`src/rtl/pht_port_scheduler_pkg.sv`:
```
// Shared types and helpers for the PHT port scheduler: branch outcomes,
// scheduler states, buffered update entries and counter arithmetic.
package pht_port_scheduler_pkg;

  localparam int ADDR_WIDTH    = 32;
  localparam int PHT_INDEX_MAX = 16;

  typedef enum logic {
    NOT_TAKEN = 1'b0,
    TAKEN     = 1'b1
  } BranchOutcome;

  typedef enum logic [1:0] {
    INIT,
    IDLE,
    READ,
    WRITE
  } PhtState;

  // Index is stored at the widest supported size; users keep the low bits.
  typedef struct packed {
    logic [PHT_INDEX_MAX-1:0] index;
    BranchOutcome             outcome;
  } PhtUpdate;

  function automatic logic [1:0] sat_update(input logic [1:0] cnt, input BranchOutcome outcome);
    if (outcome == TAKEN) return (cnt == 2'b11) ? cnt : cnt + 2'b01;
    return (cnt == 2'b00) ? cnt : cnt - 2'b01;
  endfunction

endpackage

```
`src/rtl/pht_port_scheduler_fifo.sv`:
```
// Circular buffer of pending PHT updates; a push into a full buffer is
// accepted only when a pop frees the head slot in the same cycle.
module pht_update_fifo
  import pht_port_scheduler_pkg::*;
#(
  parameter int DEPTH = 4
) (
  input  logic     clk,
  input  logic     rst_n,
  input  logic     push,
  input  PhtUpdate push_data,
  input  logic     pop,
  output PhtUpdate head,
  output logic     full,
  output logic     empty,
  output logic     one_left
);

  localparam int AW = $clog2(DEPTH);

  PhtUpdate      mem [DEPTH];
  logic [AW:0]   wr_ptr, rd_ptr;
  logic          accept, do_pop;

  assign empty    = (wr_ptr == rd_ptr);
  assign full     = (wr_ptr[AW] != rd_ptr[AW]) && (wr_ptr[AW-1:0] == rd_ptr[AW-1:0]);
  assign one_left = ((wr_ptr - rd_ptr) == (AW+1)'(1));
  assign do_pop   = pop && !empty;
  assign accept   = push && (!full || do_pop);
  assign head     = mem[rd_ptr[AW-1:0]];

  // NOTE: storage has no reset; the pointers alone define which slots are valid.
  always_ff @(posedge clk) begin
    if (accept) mem[wr_ptr[AW-1:0]] <= push_data;
  end

  // NOTE: sequential state uses <= so every register samples pre-edge values.
  always_ff @(posedge clk or negedge rst_n) begin
    if (!rst_n) begin
      wr_ptr <= '0;
      rd_ptr <= '0;
    end else begin
      if (accept) wr_ptr <= wr_ptr + 1'b1;
      if (do_pop) rd_ptr <= rd_ptr + 1'b1;
    end
  end

endmodule

```
`src/rtl/pht_port_scheduler.sv`:
```
// Arbitrates the single PHT port between same-cycle decode lookups and
// buffered read-modify-write counter updates, after a full-table init.
module pht_port_scheduler
  import pht_port_scheduler_pkg::*;
#(
  parameter int INDEX_WIDTH  = 7,
  parameter int FIFO_DEPTH   = 4,
  parameter int STARVE_LIMIT = 8
) (
  input  logic                   clk,
  input  logic                   rst_n,
  input  logic                   i_req_valid,
  input  logic [ADDR_WIDTH-1:0]  i_req_pc,
  output BranchOutcome           o_req_prediction,
  output logic                   o_stall_req,
  input  logic                   i_fb_valid,
  input  logic [ADDR_WIDTH-1:0]  i_fb_pc,
  input  BranchOutcome           i_fb_outcome,
  output logic                   o_fb_drop,
  output logic                   o_init_busy,
  output logic                   o_pht_we,
  output logic [INDEX_WIDTH-1:0] o_pht_index,
  output logic [1:0]             o_pht_wdata,
  input  logic [1:0]             i_pht_rdata
);

  localparam int DW = $clog2(STARVE_LIMIT + 1);

  PhtState                state_q, state_d;
  logic [INDEX_WIDTH-1:0] init_ptr_q, req_index, fb_index, head_index;
  logic [1:0]             wr_data_q;
  logic [DW-1:0]          defer_cnt_q;
  logic                   drop_q;
  PhtUpdate               head, push_entry;
  logic                   full, empty, one_left;
  logic                   update_req, starve, grant, pop;
  logic                   unused;

  assign req_index  = i_req_pc[INDEX_WIDTH+1:2];
  assign fb_index   = i_fb_pc[INDEX_WIDTH+1:2];
  assign head_index = head.index[INDEX_WIDTH-1:0];
  assign unused     = ^{i_req_pc[ADDR_WIDTH-1:INDEX_WIDTH+2], i_req_pc[1:0],
                        i_fb_pc[ADDR_WIDTH-1:INDEX_WIDTH+2], i_fb_pc[1:0],
                        head.index[PHT_INDEX_MAX-1:INDEX_WIDTH]};

  always_comb begin
    push_entry                        = '0;
    push_entry.index[INDEX_WIDTH-1:0] = fb_index;
    push_entry.outcome                = i_fb_outcome;
  end

  pht_update_fifo #(.DEPTH(FIFO_DEPTH)) u_fifo (
    .clk       (clk),
    .rst_n     (rst_n),
    .push      (i_fb_valid),
    .push_data (push_entry),
    .pop       (pop),
    .head      (head),
    .full      (full),
    .empty     (empty),
    .one_left  (one_left)
  );

  // A pending update wins the port when decode is idle or it has waited too long.
  assign update_req  = (state_q == READ) || (state_q == WRITE);
  assign starve      = (defer_cnt_q == DW'(STARVE_LIMIT));
  assign grant       = update_req && (!i_req_valid || starve);
  assign pop         = grant && (state_q == WRITE);
  assign o_stall_req = update_req && starve;
  assign o_init_busy = (state_q == INIT);
  assign o_fb_drop   = drop_q;

  // NOTE: every always_comb output gets a default first so no latch is inferred.
  always_comb begin
    state_d = state_q;
    unique case (state_q)
      INIT:  if (init_ptr_q == '1) state_d = IDLE;
      IDLE:  if (i_fb_valid || !empty) state_d = READ;
      READ:  if (grant) state_d = WRITE;
      WRITE: if (grant) state_d = (one_left && !i_fb_valid) ? IDLE : READ;
      default: state_d = INIT;
    endcase
  end

  always_comb begin
    o_pht_we         = 1'b0;
    o_pht_index      = req_index;
    o_pht_wdata      = wr_data_q;
    o_req_prediction = i_pht_rdata[1] ? TAKEN : NOT_TAKEN;
    if (state_q == INIT) begin
      o_pht_we         = 1'b1;
      o_pht_index      = init_ptr_q;
      o_pht_wdata      = 2'b10;
      o_req_prediction = TAKEN;
    end else if (grant) begin
      o_pht_we    = (state_q == WRITE);
      o_pht_index = head_index;
    end else if (state_q == WRITE && req_index == head_index) begin
      o_req_prediction = wr_data_q[1] ? TAKEN : NOT_TAKEN;
    end
  end

  always_ff @(posedge clk or negedge rst_n) begin
    if (!rst_n) begin
      state_q     <= INIT;
      init_ptr_q  <= '0;
      wr_data_q   <= 2'b10;
      defer_cnt_q <= '0;
      drop_q      <= 1'b0;
    end else begin
      state_q <= state_d;
      drop_q  <= i_fb_valid && full && !pop;
      if (state_q == INIT) init_ptr_q <= init_ptr_q + 1'b1;
      if (grant && state_q == READ) wr_data_q <= sat_update(i_pht_rdata, head.outcome);
      if (grant) defer_cnt_q <= '0;
      else if (update_req && i_req_valid) defer_cnt_q <= defer_cnt_q + 1'b1;
    end
  end

endmodule

```
`config.mk`:
```
export PLATFORM = sky130hd
export DESIGN_NAME = pht_port_scheduler
export DESIGN_NICKNAME = d
export VERILOG_FILES = /design/src/rtl/pht_port_scheduler_pkg.sv /design/src/rtl/pht_port_scheduler_fifo.sv /design/src/rtl/pht_port_scheduler.sv
export SDC_FILE = /design/constraint.sdc
export NUM_CORES = 1
export LEC_CHECK = 0
export CAP_MARGIN = 20
export CORE_MARGIN = 8
export CORE_UTILIZATION = 39
export DETAILED_ROUTE_END_ITERATION = 8
export PLACE_DENSITY = 0.78
export SLEW_MARGIN = 20
export SYNTH_ARGS = -nofsm -noshare
export SYNTH_HDL_FRONTEND = slang
export SYNTH_SLANG_ARGS = --single-unit
export TNS_END_PERCENT = 100
```
`constraint.sdc`:
```
create_clock -name clk -period 2.4 [get_ports clk]
set_input_delay 0.36 -clock clk [delete_from_list [all_inputs] [get_ports clk]]
set_output_delay 0.36 -clock clk [all_outputs]
set_load 0.1 [all_outputs]
```
# Yosys cells after proc, flatten, opt, wreduce, memory -nomap -nowiden
# Memory sizes are Yosys's and may differ from the RTL's.
# Cells that the tools add are included.
# op_classes
n_reduce_logical,25
addsub,7
eq_ne,15
n_mux,26
# ops
op,n
two-way mux 2 bit,10
two-way mux 7 bit,2
logical AND 1 bit,12
two-way mux 1 bit,11
two-way mux 4 bit,2
one-hot mux 2 bit (4 select lines),1
adder 7 x 1 -> 7 bit (second input constant),1
equality test 7 bit,1
equality test 7 bit (second input constant),1
adder 3 x 1 -> 3 bit (second input constant),2
equality test 2 bit (second input constant),3
!= test 2 bit (second input constant),3
zero test 1 bit,5
adder 4 x 1 -> 4 bit (second input constant),1
equality test 4 bit (second input constant),1
zero test 2 bit,2
logical OR 1 bit,4
AND reduction 4 bit,1
equality test 3 x 1 -> 1 bit (second input constant),1
equality test 3 bit,1
subtractor 3 bit,1
adder 2 x 1 -> 2 bit (second input constant),1
equality test 2 x 1 -> 1 bit (second input constant),1
equality test 2 bit,1
4 further kinds,4
# totals
ramBits,32
elab_cells,81
memories,1
out_inout_bits,14
register_bits,22
input_bits,71
# mem_list
memory,depth,word_bits,read_ports,rd_ports_with_merged_regs,write_ports,line_no,source
u_fifo.mem,4,8,1,0,1,pht_port_scheduler_fifo.sv:21,PhtUpdate mem [DEPTH];

# Depth between registers and ports, before layout
# Gate-level depths: netlist (run 1).
# logic_depth
ltp_word,9
ltp_mapped,8
mapped_depth_nobuf,8

# By module
# From an unflattened synthesis (run 1), not the netlist that was laid out.
# unflattened
cells_unflattened,262
hier_area_um2,4068.9
# by_module_without_submodules
module,area_per_inst_um2,seq_area_each_um2,cells_each,n_inst
pht_update_fifo,2909.0,2192.1,133,1
pht_port_scheduler,1159.9,401.6,129,1

# Worst setup path after synthesis (run 1)
# Ideal clock, no wire load.
# synth_path
kind,reg-to-output
from,reg state_q[0]
to,out o_pht_index[2]
path_stages_with_launch,6
path_buffers,2
arrival_ns,3.669
slack_ns,-1.629
t_required_ns,2.040
path_cell_list,dfrtp_1 clkbuf_1 or2_2 inv_1 clkbuf_1 o21ai_0
# synth_via
word_cells_on_any_way,7
cone_classes,eq/ne (2); mux (2); reduce/logical (3)
# synth_lines
element,line_no,source
start: declaration,pht_port_scheduler.sv:29,"PhtState state_q, state_d;"
start signal: assignment,pht_port_scheduler.sv:111,state_q <= state_d;
zero test 2 bit,-,
net o_init_busy,pht_port_scheduler.sv:20,"output logic o_init_busy,"
two-way mux 7 bit,pht_port_scheduler.sv:90,if (state_q == INIT) begin
end: declaration,pht_port_scheduler.sv:22,"output logic [INDEX_WIDTH-1:0] o_pht_index,"
# The timed path passes the listed nets, and every way through them passes these cells.

# Worst setup path after layout (run 1)
# layout_path
from,reg u_fifo.rd_ptr[0]
to,out o_req_prediction
# layout_via
elab_chain_len,6
# layout_rtl
element,line_no,source
start: declaration,pht_port_scheduler_fifo.sv:22,"logic [AW:0] wr_ptr, rd_ptr;"
start signal: assignment,pht_port_scheduler_fifo.sv:44,if (do_pop) rd_ptr <= rd_ptr + 1'b1;
memory (4 x 8 bit),-,
equality test 7 bit,pht_port_scheduler.sv:98,end else if (state_q == WRITE && req_index == head_index) begin
logical AND 1 bit,pht_port_scheduler.sv:98,
two-way mux 1 bit,pht_port_scheduler.sv:98,
two-way mux 1 bit,pht_port_scheduler.sv:95,end else if (grant) begin
two-way mux 1 bit,pht_port_scheduler.sv:90,
end: declaration,pht_port_scheduler.sv:14,"output BranchOutcome o_req_prediction,"
# No other way between the ends.

==> summary.md, run 1 <==
| Metric | Value |
|---|---|
| Yosys reg bits | `54` |
| Buffer depth of the longest clock path | `2` |
| P per Cell Area | `1360 nW/um^2` |
| Crit. End Element | `primary output` |
| Routability Congestion | `0.781` |
| Cts-stage hold buffer count | `0` |
| DIE AREA | `9530 sq um` |
| RR Endpoint | `u_fifo.mem[3][7]` |
| Distinct cell type count after synthesis | `35` |
| H-tree level count | `2` |
| Design Area, Final | `3570 sq um` |
| Die Y | `97.6 microns` |
| FF-to-FF Start | `u_fifo.rd_ptr[0]` |
| Min Hold Slack | `0.387 ns` |
| R2r worst-path depth | `8` |
| Post-Synth XOR/XNOR Area | `7.08%` |
| Syn nets | `278` |
| CTS root buf | `clkbuf_8` |
| First-pass iteration count of the detailed router | `4` |
| Register area share after synthesis | `58.2%` |
| Worst R2R Setup Slack | `0.16 ns` |
| Max-cap viol count | `0` |
| Failing checks | `negative setup slack` |
| Final slew viol count | `0` |
| CTS tree | `done` |
| Slew headroom | `71.7%` |
| Status | `finished, violations left` |
| Largest family of logic cells by synthesized area | `multiplexers` |
| Clock slew at reported path FFs | `0.10 ns` |
| Avg Synthesized Cell Area | `13.3 sq um` |
| Worst vdd ir | `0.866 mV` |
| Post-synthesis simple-gate area fraction | `9.20%` |
| Final Hold Fails | `0` |
| Final Util | `55.9%` |
| Cts bufs inserted | `5` |
| Final WL | `5530 microns` |
| Initial antenna violation count | `0` |
| Synth area leaders | `edfxtp_1 (37%), dfrtp_1 (20%), mux4_1 (5.1%)` |
| Antenna cells | `0` |
| Share of the synthesized area in the top cell type | `37.0%` |
| Die width | `97.6 microns` |
| Cell taking the most area after synthesis | `edfxtp_1` |
| # clock sinks | `54` |
| Data required time at the worst endpoint | `2.04 ns` |
| RSZ-0062 raised after global routing | `yes` |
| Vias in the first global route | `1779` |
| Layout area overhead | `37.4%` |
| Complex-gate fraction of the synthesized area | `4.38%` |
| IO Count | `85` |
| Overflow after GRT | `0` |
| Post-synthesis adder-cell area fraction | `6.36%` |
| Nets | `335` |
| Fin crit share | `122%` |
| Cell area after synthesis | `2600 sq um` |
| Cells after Synth | `196` |
| Core Region | `6390 sq um` |
| Buffers added on ports | `34` |
| Worst-Margin Slew | `0.422 ns` |
| DP HPWL | `3930 microns` |
| Most frequent cells in the layout | `edfxtp_1 (32), dfrtp_1 (20), clkdlybuf4s50_1 (20)` |
| Gr usage total | `11.1%` |
| M1 GR Usage | `11.4%` |
| Met3 Resource Use GR | `3.41%` |
| Worst-path fanout max | `3` |
| Clock Skews | `0.00762 ns` |
| Placed Instance Area | `3350 sq um` |
| Row count | `29` |
| First-pass GRT wire length | `8480 microns` |
| Yosys warns | `0` |
| Via count | `1687` |
| Final WS setup | `-0.530 ns` |
| Peak Freq | `341 MHz` |
| Multiplexer area fraction after synthesis | `11.6%` |
| Residual DRC | `0` |
| Routed WL per cell | `16.7 microns` |
| Startpoint Class | `flip-flop` |
| WP data arrival | `2.57 ns` |
| Most common cell after layout, fill and taps aside | `edfxtp_1` |
| Busiest grt layer | `met2` |
| Worst Hold Class | `in -> async` |
| Starting Density | `40.7%` |
| Minimum clock period after layout | `2.93 ns` |
| Grt met2 use | `20.6%` |
| 1st-iter DRT viols | `45` |
| Final setup fails | `6` |
| Ratio of cells with drive above 1 in the final layout | `29.1%` |
| Worst-Skew Late Latency | `0.32 ns` |
| Routed Antenna Nets | `0` |
| DR vias/cell | `5.10` |
| Pleak | `0.00143 uW` |
| Largest net degree at the start of global routing | `23` |
| Setup CP Type | `reg -> out` |
[synth_stat cells]
library cell,instances
clkbuf_1,4
and3_1,1
buf_2,2
xnor2_1,10
or2_2,1
and2_1,5
mux4_1,5
nand3_1,2
xor2_1,11
a21oi_1,7
nor2_1,12
edfxtp_1,32
nand2_1,18
o22ai_1,1
nor4_1,1
o21ai_0,7
maj3_1,2
nor2b_1,1
dfrtp_1,21
a21o_1,1
nand4_1,6
dfstp_2,1
o31a_1,1
mux4_2,3
nor3_1,3
a31oi_1,1
fa_1,1
buf_6,1
nand3b_1,1
inv_1,12
ha_1,10
mux2_2,2
a211oi_1,1
mux2i_1,8
o211ai_1,1
[cells by family (layout without fill, tap and decap cells)]
| logic type | Yosys count | count (layout) |
|---|---|---|
| simple gates | 51 | 51 |
| buf+inv | 19 | 77 |
| compound gates | 20 | 20 |
| fa+ha+maj | 13 | 13 |
| flops | 54 | 54 |
| xor+xnor | 21 | 21 |
| mux | 18 | 18 |
[area by class of cell]
type | count | area (sq um)
Clock buffer | 5 | 68.8
Clock inverter | 3 | 28.8
Fill cell | 505 | 2820
Inverter | 12 | 45.0
Multi-Input combinational cell | 123 | 1120
Sequential cell | 54 | 1510
Tap cell | 77 | 96.3
Timing Repair Buffer | 57 | 693
[per-layer routing]
metal	vias to the layer above	share of wire, %
met3	8	4.3
met5	-	0
li1	806	-
met1	837	40
met4	0	1.5
met2	36	54
[stage by stage]
stage               setup slack (ns)  total power, uW  std cells  setup TNS (ns)
finish                        -0.530             4870        331          -0.832
global route                  -0.650             5130        331           -1.57
CTS                           -0.540             4800        325          -0.748
detailed placement            -0.376             4120        314          -0.376
global placement              -0.325             4040        314          -0.325
floorplan                     -0.260             3210        196          -0.260
[registers in the layout (all words and copies together) (netlist names)]
name	cells
u_fifo.wr_ptr	3
state_q	2
u_fifo.mem	32
o_fb_drop	1
init_ptr_q	7
wr_data_q	2
u_fifo.rd_ptr	3
defer_cnt_q	4
[timing repair]
item | CTS | global route
pin swaps | 2 | 3
gates resized for setup | 13 | 8
cloned | 0 | 1
setup buffers | 3 | 5
endpoints found under the setup margin | 7 | 8
endpoints found under the hold margin | 0 | 0
[power by group]
part / internal, uW / total [uW] / switching (uW)
Sequential: 1250 / 1430 / 180
Combinational: 1220 / 2890 / 1670
Clock: 219 / 545 / 327
Total: 2690 / 4870 / 2180
[worst max-delay path by stage]
stage / start / endpoint / depth (start not counted)
floorplan: u_fifo.rd_ptr[0] / o_req_prediction / 6
global placement: u_fifo.rd_ptr[0] / o_req_prediction / 6
detailed placement: u_fifo.rd_ptr[0] / o_req_prediction / 6
CTS: u_fifo.rd_ptr[0] / o_req_prediction / 6
global route: u_fifo.rd_ptr[0] / o_req_prediction / 7
finish: u_fifo.rd_ptr[0] / o_req_prediction / 7
[worst max-delay path, cell delays in order (launching register included)]
cell and delay, ns:
dfrtp_2 0.42, buf_6 0.12, mux4_2 0.55, xor2_2 0.18, nor4_2 0.29, nand4_1 0.25
mux2i_4 0.27, buf_12 0.17
Power figures use the tool's default switching activity.
==> run 2, diff against run 1 <==
Settings changed: ABC_AREA set to 0.
==> results of run 2 <==
No change in the layout: final DEF, timing and power equal those of run 1.
